[src/rtl/sprite_pkg.sv]
// Shared types and default geometry for the sprite RAM writer slice.
package sprite_pkg;

  typedef logic [23:0] pixel_t;
  typedef logic [12:0] addr_t;

  typedef enum logic [1:0] {
    IDLE,
    WRITE,
    DONE
  } writer_state_t;

  localparam int unsigned SPRITE_DIM   = 40;
  localparam int unsigned SPRITE_WORDS = 1600;

endpackage

[src/rtl/sprite_ram_writer_if.sv]
// Pixel stream handshake plus registered RAM write port of the sprite writer.
interface sprite_ram_writer_if #(
  parameter int unsigned DATA_W = 24,
  parameter int unsigned ADDR_W = 13
);

  logic [DATA_W-1:0] pixel_in;
  logic              pixel_valid;
  logic              pixel_ready;
  logic              we;
  logic [ADDR_W-1:0] write_address;
  logic [DATA_W-1:0] write_data;

  modport master (
    output pixel_in,
    output pixel_valid,
    input  pixel_ready,
    input  we,
    input  write_address,
    input  write_data
  );

  modport slave (
    input  pixel_in,
    input  pixel_valid,
    output pixel_ready,
    output we,
    output write_address,
    output write_data
  );

endinterface

[src/rtl/sprite_addr_gen.sv]
// Column/row walker for a rectangular window inside a flat RAM, with range check.
module sprite_addr_gen
  import sprite_pkg::*;
#(
  parameter int unsigned ADDR_W    = 13,
  parameter int unsigned MEM_DEPTH = SPRITE_WORDS,
  parameter int unsigned SPRITE_W  = SPRITE_DIM,
  parameter int unsigned SPRITE_H  = SPRITE_DIM,
  parameter int unsigned STRIDE    = SPRITE_DIM
) (
  input  logic              Clk,
  input  logic              Reset_n,
  input  logic              clear,
  input  logic              advance,
  input  logic [ADDR_W-1:0] base_address,
  output logic [ADDR_W-1:0] addr,
  output logic              in_range,
  output logic              last
);

  localparam int unsigned COL_W = (SPRITE_W > 1) ? $clog2(SPRITE_W) : 1;
  localparam int unsigned ROW_W = (SPRITE_H > 1) ? $clog2(SPRITE_H) : 1;
  localparam int unsigned SUM_W = ADDR_W + 1;

  logic [COL_W-1:0]  col_q;
  logic [ROW_W-1:0]  row_q;
  logic [ADDR_W-1:0] base_q;
  logic [SUM_W-1:0]  sum;
  logic              col_last;
  logic              row_last;

  assign col_last = (col_q == COL_W'(SPRITE_W - 1));
  assign row_last = (row_q == ROW_W'(SPRITE_H - 1));
  assign last     = col_last && row_last;

  // One extra bit so a window running past the top of the address space
  // is seen as out of range instead of wrapping back to low addresses.
  assign sum      = SUM_W'(base_q) + SUM_W'(32'(row_q) * STRIDE) + SUM_W'(col_q);
  assign addr     = sum[ADDR_W-1:0];
  assign in_range = (sum < SUM_W'(MEM_DEPTH));

  always_ff @(posedge Clk) begin
    if (!Reset_n) begin
      base_q <= '0;
      col_q  <= '0;
      row_q  <= '0;
    end else if (clear) begin
      base_q <= base_address;
      col_q  <= '0;
      row_q  <= '0;
    end else if (advance) begin
      if (col_last) begin
        col_q <= '0;
        row_q <= row_q + ROW_W'(1);
      end else begin
        col_q <= col_q + COL_W'(1);
      end
    end
  end

endmodule

[src/rtl/sprite_ram_writer.sv]
// Streams RGB pixels into a window of a flat sprite RAM through a registered write port.
// Optional SPRITE_RAM_WRITER_TRANSPARENT_SKIP_EN: pixels equal to KEY_COLOR are consumed but not written.
module sprite_ram_writer
  import sprite_pkg::*;
#(
  parameter int unsigned       DATA_W    = 24,
  parameter int unsigned       ADDR_W    = 13,
  parameter int unsigned       MEM_DEPTH = SPRITE_WORDS,
  parameter int unsigned       SPRITE_W  = SPRITE_DIM,
  parameter int unsigned       SPRITE_H  = SPRITE_DIM,
  parameter int unsigned       STRIDE    = SPRITE_DIM,
  parameter logic [DATA_W-1:0] KEY_COLOR = DATA_W'(24'hFF00FF)
) (
  input  logic                Clk,
  input  logic                Reset_n,
  input  logic                start,
  input  logic [ADDR_W-1:0]   base_address,
  sprite_ram_writer_if.slave  bus,
  output logic                busy,
  output logic                done,
  output logic                overflow
);

`ifdef SPRITE_RAM_WRITER_TRANSPARENT_SKIP_EN
  localparam bit SKIP_EN = 1'b1;
`else
  localparam bit SKIP_EN = 1'b0;
`endif

  writer_state_t     state_q, state_d;
  logic              xfer;
  logic              clear;
  logic              last;
  logic              in_range;
  logic              key_hit;
  logic              write_ok;
  logic [ADDR_W-1:0] addr;
  logic              we_q;
  logic [ADDR_W-1:0] wa_q;
  logic [DATA_W-1:0] wd_q;

  sprite_addr_gen #(
    .ADDR_W    (ADDR_W),
    .MEM_DEPTH (MEM_DEPTH),
    .SPRITE_W  (SPRITE_W),
    .SPRITE_H  (SPRITE_H),
    .STRIDE    (STRIDE)
  ) u_addr_gen (
    .Clk          (Clk),
    .Reset_n      (Reset_n),
    .clear        (clear),
    .advance      (xfer),
    .base_address (base_address),
    .addr         (addr),
    .in_range     (in_range),
    .last         (last)
  );

  assign xfer     = bus.pixel_valid && (state_q == WRITE);
  assign key_hit  = (bus.pixel_in == KEY_COLOR);
  assign write_ok = in_range && !(SKIP_EN && key_hit);

  always_comb begin
    state_d = state_q;
    clear   = 1'b0;
    unique case (state_q)
      IDLE: begin
        if (start) begin
          state_d = WRITE;
          clear   = 1'b1;
        end
      end
      WRITE: begin
        if (xfer && last) state_d = DONE;
      end
      DONE:    state_d = IDLE;
      default: state_d = IDLE;
    endcase
  end

  always_ff @(posedge Clk) begin
    if (!Reset_n) state_q <= IDLE;
    else          state_q <= state_d;
  end

  // Clipped or keyed pixels still update address/data; only we is suppressed.
  always_ff @(posedge Clk) begin
    if (!Reset_n) begin
      we_q     <= 1'b0;
      wa_q     <= '0;
      wd_q     <= '0;
      overflow <= 1'b0;
    end else begin
      we_q <= xfer && write_ok;
      if (xfer) begin
        wa_q <= addr;
        wd_q <= bus.pixel_in;
      end
      if (clear)                  overflow <= 1'b0;
      else if (xfer && !in_range) overflow <= 1'b1;
    end
  end

  assign bus.pixel_ready   = (state_q == WRITE);
  assign bus.we            = we_q;
  assign bus.write_address = wa_q;
  assign bus.write_data    = wd_q;
  assign busy              = (state_q != IDLE);
  assign done              = (state_q == DONE);

endmodule

[src/flat_wrapper.sv]
// flat-port wrapper written by rule: the top's interface ports become plain ports
module sprite_ram_writer_flat import sprite_pkg::*;
#(
  parameter int unsigned       DATA_W    = 24,
  parameter int unsigned       ADDR_W    = 13,
  parameter int unsigned       MEM_DEPTH = SPRITE_WORDS,
  parameter int unsigned       SPRITE_W  = SPRITE_DIM,
  parameter int unsigned       SPRITE_H  = SPRITE_DIM,
  parameter int unsigned       STRIDE    = SPRITE_DIM,
  parameter logic [DATA_W-1:0] KEY_COLOR = DATA_W'(24'hFF00FF)
)
  (Clk, Reset_n, start, base_address, busy, done, overflow, bus_pixel_in, bus_pixel_valid, bus_pixel_ready, bus_we, bus_write_address, bus_write_data);
  sprite_ram_writer_if #(.DATA_W(DATA_W), .ADDR_W(ADDR_W)) bus_i ();
  input  logic Clk;
  input  logic Reset_n;
  input  logic start;
  input  logic [ADDR_W-1:0] base_address;
  output logic busy;
  output logic done;
  output logic overflow;
  input wire logic [$bits(bus_i.pixel_in)-1:0] bus_pixel_in;
  input wire logic [$bits(bus_i.pixel_valid)-1:0] bus_pixel_valid;
  output wire logic [$bits(bus_i.pixel_ready)-1:0] bus_pixel_ready;
  output wire logic [$bits(bus_i.we)-1:0] bus_we;
  output wire logic [$bits(bus_i.write_address)-1:0] bus_write_address;
  output wire logic [$bits(bus_i.write_data)-1:0] bus_write_data;
  assign bus_i.pixel_in = bus_pixel_in;
  assign bus_i.pixel_valid = bus_pixel_valid;
  assign bus_pixel_ready = bus_i.pixel_ready;
  assign bus_we = bus_i.we;
  assign bus_write_address = bus_i.write_address;
  assign bus_write_data = bus_i.write_data;
  sprite_ram_writer #(.DATA_W(DATA_W), .ADDR_W(ADDR_W), .MEM_DEPTH(MEM_DEPTH), .SPRITE_W(SPRITE_W), .SPRITE_H(SPRITE_H), .STRIDE(STRIDE), .KEY_COLOR(KEY_COLOR)) u_core (.Clk(Clk), .Reset_n(Reset_n), .start(start), .base_address(base_address), .bus(bus_i), .busy(busy), .done(done), .overflow(overflow));
endmodule
[config.mk]
export PLATFORM = sky130hd
export DESIGN_NAME = sprite_ram_writer_flat
export DESIGN_NICKNAME = d
export VERILOG_FILES = /design/src/rtl/sprite_pkg.sv /design/src/rtl/sprite_ram_writer_if.sv /design/src/rtl/sprite_addr_gen.sv /design/src/rtl/sprite_ram_writer.sv /design/src/flat_wrapper.sv
export SDC_FILE = /design/constraint.sdc
export NUM_CORES = 1
export LEC_CHECK = 0
export ABC_AREA = 1
export BUFFER_PORTS_ARGS = -buffer_cell sky130_fd_sc_hd__buf_4
export CAP_MARGIN = 25
export CORE_ASPECT_RATIO = 0.8
export CORE_MARGIN = 8
export CORE_UTILIZATION = 40
export CTS_CLUSTER_SIZE = 12
export DETAILED_ROUTE_END_ITERATION = 7
export PLACE_DENSITY_LB_ADDON = 0.15
export SYNTH_ARGS = -nofsm -noshare
export SYNTH_HDL_FRONTEND = slang
export SYNTH_SLANG_ARGS = --single-unit
export TNS_END_PERCENT = 10
[constraint.sdc]
create_clock -name Clk -period 3.9 [get_ports Clk]
set_input_delay 0 -clock Clk [delete_from_list [all_inputs] [get_ports Clk]]
set_output_delay 0 -clock Clk [all_outputs]
set_load 0.03 [all_outputs]
* Yosys cells after proc, flatten, opt, wreduce, memory -nomap -nowiden
Index checks and enable logic that the tools add are counted.
** Cells by class
- Reductions and logical operators :: 11
- Eq/ne operators :: 6
- Magnitude comparators :: 1
- $mul :: 1
- Muxes and demuxes :: 6
- $add $sub $neg :: 4
- Bitwise logic cells :: 1
** Operators by type and width (count)
- 13-bit by 12-bit adder with 14-bit output :: 1
- 14-bit by 6-bit adder with 14-bit output :: 1
- 14-bit by 11-bit less-than comparator with 1-bit output (second input constant) :: 1
- 6-bit by 1-bit adder with 6-bit output (second input constant) :: 2
- 6-bit == test (second input constant) :: 2
- 6-bit by 3-bit multiplier with 9-bit output (second input constant) :: 1
- 6-bit two-way mux :: 1
- 1-bit logical AND :: 5
- 2-bit two-way mux :: 2
- 2-bit one-hot mux with 2 select lines :: 1
- 2-bit AND reduction :: 2
- 2-bit by 1-bit == test with 1-bit output (second input constant) :: 1
- 2-bit == test (second input constant) :: 1
- 2-bit zero test :: 1
- 1-bit two-way mux :: 2
- 2-bit by 1-bit != test with 1-bit output (second input constant) :: 1
- 2-bit != test (second input constant) :: 1
- 2-bit nonzero test :: 1
- 2-bit OR reduction :: 1
- 1-bit zero test :: 1
- 1-bit inverter :: 1
** Storage, ports and cells
- Bits of input ports :: 41
- Register bits after elaboration :: 66
- Logic and storage cells :: 38
- Output and inout port bits :: 42

* Depth between registers and ports, before layout
Gate-level depths: netlist (run 1).
- Depth after elaboration :: 6
- Depth in mapped cells :: 19
- Mapped depth without buffers :: 19

* By module
Synthesis (run 1) repeated with hierarchy kept, for this count alone.
** Second synthesis, totals
- Cells, all modules :: 581
- Area, all modules :: 3843.7 µm²
** Modules (own cells, without submodules)
- sprite_addr_gen :: area an instance 2164.6 µm², seq. area each 500.5 µm², cells each 321, instances 1
- sprite_ram_writer :: area an instance 1679.1 µm², seq. area each 820.8 µm², cells each 260, instances 1

* Least setup slack after synthesis (run 1)
Ideal clock, no wire load.
- Path kind :: register -> register
- Start :: reg u_core.u_addr_gen.row_q[3]
- End :: reg u_core.overflow
- Buffers on the path :: 0
- Clock period less this slack :: 3.018 ns
- Setup slack :: 0.882 ns
- Arrival time :: 2.900 ns
- Stages on the path, launching flop included :: 19
- Data required time :: 3.782 ns
- Library setup time :: 0.118 ns
- Path through :: dfxtp_1 ha_1 ha_1 inv_1 fa_1 o221ai_1 xor2_1 ha_1 ha_1 nand2_1 inv_1 a21oi_1 nand3_1 nand2_1 nand3_1 nor2_1 nand2_1 nand2_1 a21oi_1
** Between the ends
- Cells in the longest elaborated chain, start to end :: 6
** RTL lines
- start, declared :: line sprite_addr_gen.sv:26 : logic [ROW_W-1:0] row_q;
- start signal, assigned :: line sprite_addr_gen.sv:54 : row_q <= row_q + ROW_W'(1);
- 6-bit by 3-bit multiplier with 9-bit output :: line sprite_addr_gen.sv:38 : assign sum = SUM_W'(base_q) + SUM_W'(32'(row_q) * STRIDE) + SUM_W'(col_q);
- 13-bit by 12-bit adder with 14-bit output :: line sprite_addr_gen.sv:38
- 14-bit by 6-bit adder with 14-bit output :: line sprite_addr_gen.sv:38
- 14-bit by 11-bit less-than comparator with 1-bit output :: line sprite_addr_gen.sv:40 : assign in_range = (sum < SUM_W'(MEM_DEPTH));
- 1-bit zero test :: line sprite_ram_writer.sv:100 : else if (xfer && !in_range) overflow <= 1'b1;
- 1-bit logical AND :: line sprite_ram_writer.sv:100
- end signal, assigned :: line sprite_ram_writer.sv:92 : overflow <= 1'b0;
- end signal, assigned :: line sprite_ram_writer.sv:99 : if (clear) overflow <= 1'b0;
- end signal, assigned :: line sprite_ram_writer.sv:100
- end, declared :: line sprite_ram_writer.sv:21 : output logic overflow
No other way between the ends.
A chain may end at the register's enable or synchronous reset.

* Final worst setup path (run 1)
Same ends and word-level chain as after synthesis.

==> results of run 1 <==
[routing by layer]
layer  global-route usage, %  vias up  wire length (um)
met1                   21.09     1582              4707
met3                   4.545        8               566
met4                   4.257        0                91
met5                       0        -                 0
li1                        -     1814                 -
met2                   26.72       74              4431
[registers in the layout (all words and copies together), names as in the netlist]
| signal | flops |
|---|---|
| u_core.overflow | 1 |
| u_core.u_addr_gen.col_q | 6 |
| u_core.state_q | 2 |
| u_core.bus.we | 1 |
| u_core.bus.write_data | 24 |
| u_core.bus.write_address | 13 |
| u_core.u_addr_gen.base_q | 13 |
| u_core.u_addr_gen.row_q | 6 |
[final timing paths]
kind                                start                      endpoint  slack, ps  cells after the start
min reg2reg  u_core.u_addr_gen.base_q[12]  u_core.u_addr_gen.base_q[12]        460                      2
max            u_core.u_addr_gen.row_q[3]               u_core.overflow        510                     18
min                               Reset_n   u_core.bus.write_address[5]         30                      3
max reg2reg    u_core.u_addr_gen.row_q[3]               u_core.overflow        510                     18
[layout make-up]
cell class                 count  area (um2)
fill                         811        3696
tap                          112       140.1
clock inverter                 7       102.6
multi-input combinational    347        1924
sequential                    66        1321
inverter                      64       241.5
timing repair buffer         122        1008
clock buffer                   9       123.9
[through the flow]
stage / setup slack [ps] / std cells / power [uW]
global route: 217.8 / 727 / 1775
CTS: 512.4 / 727 / 1715
floorplan: 881.7 / 492 / 908.0
global placement: 644.4 / 674 / 1015
finish: 512.2 / 727 / 1692
detailed placement: 519.4 / 674 / 1018
[power groups by stage]
stage                     logic, uW  registers, uW  clock network, uW
final                           301            730                660
after global routing            331            735                709
after CTS                       303            731                681
after detailed placement        272            746                  0
after global placement          270            745                  0
after floorplan                 122            786                  0
[cells in the mapped netlist, drive strengths merged (5+ instances only)]
| cell type | instances | share of area (%) |
|---|---|---|
| clkbuf | 10 | 1.1 |
| ha | 31 | 11 |
| o21bai | 5 | 1.1 |
| nand3 | 24 | 3.4 |
| inv | 63 | 6.7 |
| nand4 | 8 | 2.0 |
| nor3 | 6 | 0.85 |
| o21ai | 21 | 3.0 |
| fa | 5 | 2.8 |
| dfxtp | 66 | 37 |
| nand2 | 137 | 15 |
| buf | 5 | 0.60 |
| a21oi | 41 | 5.8 |
| nor2 | 51 | 5.5 |
[worst max-delay path, cell delays in order, from the launching register on]
cell and delay, ps:
dfxtp_1 390, ha_1 310, ha_1 170, inv_1 60, fa_1 400, o221ai_1 240, xor2_1 210, ha_1 260
ha_1 350, nand2_1 100, inv_1 40, a21oi_1 180, nand3_1 100, nand2_1 80, nand3_1 70, nor2_1 80
nand2_1 90, nand2_1 70, a21oi_1 80
[placed cells by master (no fill, tap or decap), types with 2 or more instances in the layout]
cell	count
nand2_1	136
buf_4	85
dfxtp_1	66
inv_1	61
nor2_1	49
a21oi_1	41
dlygate4sd3_1	37
ha_1	31
nand3_1	24
o21ai_0	21
clkbuf_8	9
nand4_1	6
nor3_1	6
o21bai_1	5
fa_1	5
xor2_1	4
o211ai_1	4
clkinv_4	3
inv_2	2
nor2_2	2
xnor2_1	2
o221ai_1	2
clkinv_2	2
bufinv_16	2
[cell families (layout without fill, tap and decap cells)]
family,after synthesis,count (layout)
AND/OR/NAND/NOR,229,229
multiplexers,1,1
flip-flops,66,66
AO/OA/AOI/OAI,75,75
buffers and inverters,79,202
adder cells (fa/ha/maj),36,36
XOR/XNOR,6,6
==> flow_summary_export.csv, run 1 <==
group,metric,value,unit
yosys,synth-simple-area-share,27.10,%
clocking,cts_made_buffers,9,
timing,setup_tns,0,ps
layout,finish.utilization,56.81,%
clocking,cts_buffer_depth,2,
timing,slew_viol_final,0,
place,gp_congestion,0.8992,
timing,tightest_slew,675.4,ps
global_route,grt_pass1_vias,3411,
layout,diodes,0,
route,drt_pass1_iterations,4,
place,dpl_cell_area,4265,um2
timing,post-route-period-util,86.87,%
timing,fmax,295.2,MHz
pwr,seqPwrFrac,43.2,%
floorplanning,start_util,41.43,%
layout,drive_gt1_share,18.21,%
yosys,synth_edf_count,0,
setup_path,cp.arrival,3630,ps
yosys,synth_fp_nets,569,
global_route,grt_overflow,0,
clocking,clk_pin_slew,80,ps
global_route,antenna_found_initial,0,
route,ant_nets,0,
setup_path,path_max_fanout,8,
floorplanning,dieArea,12150,um2
layout,final_cell_area,4862,um2
route,routed_wirelength,9796,um
clocking,htree_levels,3,
layout,layout-area-overhead-vs-synth,37.12,%
route,drtIter0Drc,188,
yosys,yosysSeqAreaShare,37.26,%
pwr,pwr-share-clk,39.0,%
global_route,grt_max_degree,41,
clocking,cts_root_buffer,"clkbuf_8",
timing,period_needed,3388,ps
yosys,synth_compound_area_share,11.64,%
timing,slew_headroom,54.81,%
setup_path,cp-start-kind,"flip-flop",
route,wl_per_cell,13.47,um
yosys,syn_area_per_cell,7.207,um2
yosys,synth_top_family_by_area,"simple AND/OR/NAND/NOR gates",
route,vias_per_cell,4.784,
route,drc,0,
clocking,cts_sinks,66,
yosys,synth_warnings,0,
clocking,post_cts_buffers,0,
place,port_buffers,82,
run,drv_cap,0,
yosys,synth-xor-area-share,1.482,%
yosys,synthArstFlopShare,0,%
setup_path,crit_type,"flip-flop to flip-flop",
yosys,yosysUniqueCellTypes,31,
pwr,internal-power,1205,uW
yosys,yosys-mux-area-fraction,0.2823,%
timing,worst_clock_skew,9.366,ps
clocking,cts_tree,"built",
yosys,synth_cells,492,
pwr,p_sw_share,28.81,%
pwr,p_switching,487.5,uW
route,vias,3478,
clocking,post_cts_resized,0,
pwr,p_leak,0.002414,uW
place,place_hpwl,7052,um
worst_hold_path,hold_path_class,"input pin to flip-flop",
floorplanning,fp-row-count,30,
timing,rsz0062_at_grt,"false",
floorplanning,die_h,100.2,um
timing,hold_ws,32.42,ps
floorplanning,die_w,121.3,um
global_route,grt_pass1_wl,16340,um
yosys,synthAdderAreaFrac,13.76,%
clocking,cts_hold_buf,37,
yosys,yosys_most_used_dff,"dfxtp_1",
pwr,p_comb_share,17.8,%
timing,final-setup-viol-count,0,
setup_path,worstPathRequired,4140,ps
yosys,ys_ff_latch,66,
clocking,clock_latency,350,ps
setup_path,end_kind,"flip-flop",
floorplanning,ios,83,
run_status,status,"complete, no violations",
pwr,power_density,348.0,nW/um2
floorplanning,coreArea,8558,um2
pwr,irDropWorstVdd,0.0001650,V
timing,final-hold-violation-count,0,
yosys,syn-cell-area,3546,um2
global_route,track_usage,16.49,%
layout,num-nets-final,687,
No activity file was read; power rests on OpenSTA's default activity.
==> inputs of run 2 (changes only) <==
Settings changed: PLACE_DENSITY_LB_ADDON 0.15 to 0.08.
==> flow_summary_export.csv, run 2 (synthesized netlist as in run 1, its figures left out) <==
group,metric,value,unit
worst_hold_path,hold_path_class,"input pin to flip-flop",
layout,largest_reg_flops,24,
place,dp_slack,549.8,ps
layout,mostFrequentLayoutCells,"nand2_1, buf_4, dfxtp_1",
layout,drive_gt1_share,18.08,%
timing,final-setup-viol-count,0,
setup_path,cp_num_buf_inv,2,
route,wl_met1,4654,um
timing,period_needed,3390,ps
clocking,cts_tree,"built",
clocking,cts_sinks,66,
timing,hold_ws,42.00,ps
pwr,p_leak,0.002417,uW
global_route,antenna_found_initial,0,
pwr,power_density,357.9,nW/um2
clocking,htree_levels,3,
route,wl_per_cell,13.20,um
clocking,cts_made_buffers,9,
global_route,grt_max_degree,46,
setup_path,path_max_fanout,8,
setup_path,crit_type,"flip-flop to flip-flop",
layout,diodes,0,
timing,tightest_slew,678.6,ps
place,place_hpwl,6885,um
setup_path,critPathTopFamily,"adder cells",
setup_path,path_cells,"ha_1, ha_1, inv_1, fa_1, o221ai_1, xor2_1, ha_1, ha_1, nand2_1, inv_1, a21oi_1, nand3_1, nand2_1, nand3_1, nor2_1, nand2_1, nand2_1, a21oi_1",
place,gp_congestion,0.9167,
run_status,status,"complete, no violations",
clocking,clk_pin_slew,80,ps
place,port_buffers,82,
pwr,irDropWorstVdd,0.0002260,V
route,ant_nets,0,
timing,post-route-period-util,86.91,%
layout,num-nets-final,686,
setup_path,cp.arrival,3620,ps
timing,final-hold-violation-count,0,
route,top_layer,"met4",
route,vias_per_cell,4.729,
setup_path,end_kind,"flip-flop",
timing,slew_viol_final,0,
timing,setup_tns,0,ps
route,drc,0,
layout,layout-area-overhead-vs-synth,37.54,%
clocking,clock_latency,340,ps
setup_path,max_stage_delay,390,ps
route,routed_wirelength,9580,um
timing,fmax,295.0,MHz
setup_path,worstPathRequired,4130,ps
setup_path,slowest_stage,"dfxtp_1",
floorplanning,start_util,41.43,%
floorplanning,die_h,100.2,um
timing,fin_ws,510.4,ps
run,drv_cap,0,
floorplanning,ios,83,
layout,final_common_cell,"nand2_1",
layout,finish.utilization,56.99,%
floorplanning,die_w,121.3,um
clocking,cts_root_buffer,"clkbuf_8",
clocking,cts_buffer_depth,2,
layout,nFillCells,830,
global_route,grt_pass1_wl,15840,um
timing,slew_headroom,54.59,%
route,vias,3433,
route,drt_pass1_iterations,4,
layout,final_cell_area,4877,um2
timing,worst_clock_skew,9.928,ps
route,wl_met3,561,um
floorplanning,coreArea,8558,um2
global_route,track_usage,16.01,%
global_route,grt_pass1_vias,3288,
setup_path,cp-start-kind,"flip-flop",
floorplanning,dieArea,12150,um2
route,dr_wl_met2,4293,um
route,drtIter0Drc,174,
place,dpl_cell_area,4258,um2
global_route,grt_overflow,0,
timing,rsz0062_at_grt,"false",
floorplanning,fp-row-count,30,
run 2: power by group:
part / leakage, uW / internal, uW / switching (uW)
registers: 0.000538 / 710 / 20.4
logic: 0.00175 / 128 / 171
clock network: 0.000124 / 430 / 286
total: 0.00242 / 1270 / 478
run 2: layer usage:
metal,vias up,GRT usage (%)
li1,1814,-
met1,1543,20.80
met2,68,25.49
met3,8,4.602
met4,0,3.879
met5,-,0
run 2: stage by stage:
stage	power [uW]	cells
finish	1745	726
detailed placement	1017	673
global route	1823	726
global placement	1014	673
floorplan	908.0	492
CTS	1773	726
run 2: final timing paths:
check | from | end | slack (ps) | depth (start not counted)
setup reg to reg | u_core.u_addr_gen.row_q[3] | u_core.overflow | 510 | 18
hold reg to reg | u_core.u_addr_gen.base_q[12] | u_core.u_addr_gen.base_q[12] | 460 | 2
hold / removal | Reset_n | u_core.bus.write_address[5] | 40 | 3
setup / recovery | u_core.u_addr_gen.row_q[3] | u_core.overflow | 510 | 18
run 2: layout make-up:
| type | instances | area [um2] | area share (%) |
|---|---|---|---|
| Timing Repair Buffer | 121 | 1001 | 20.52 |
| Tap cell | 112 | 140.1 | 2.873 |
| Clock inverter | 7 | 125.1 | 2.565 |
| Sequential cell | 66 | 1321 | 27.09 |
| Inverter | 64 | 241.5 | 4.951 |
| Clock buffer | 9 | 123.9 | 2.540 |
| Multi-Input combinational cell | 347 | 1924 | 39.46 |
run 2: what timing repair did:
action                                 in CTS  in global routing
buffers inserted                            0                  0
resized for setup                           0                  0
endpoints found under the hold margin      37                  0
setup endpoints to repair                   0                  0
hold buffers                               37                  0
run 2: worst register-to-register path, delay by kind of cell, from the launching register on:
family / cells / cell delay, ps
adders and majority gates: 5 / 1500
DFF: 1 / 390
and+or+nand+nor: 7 / 600
buffers and inverters: 2 / 100
xor gates and xnor gates: 1 / 210
AOI/OAI and AO/OA: 3 / 490
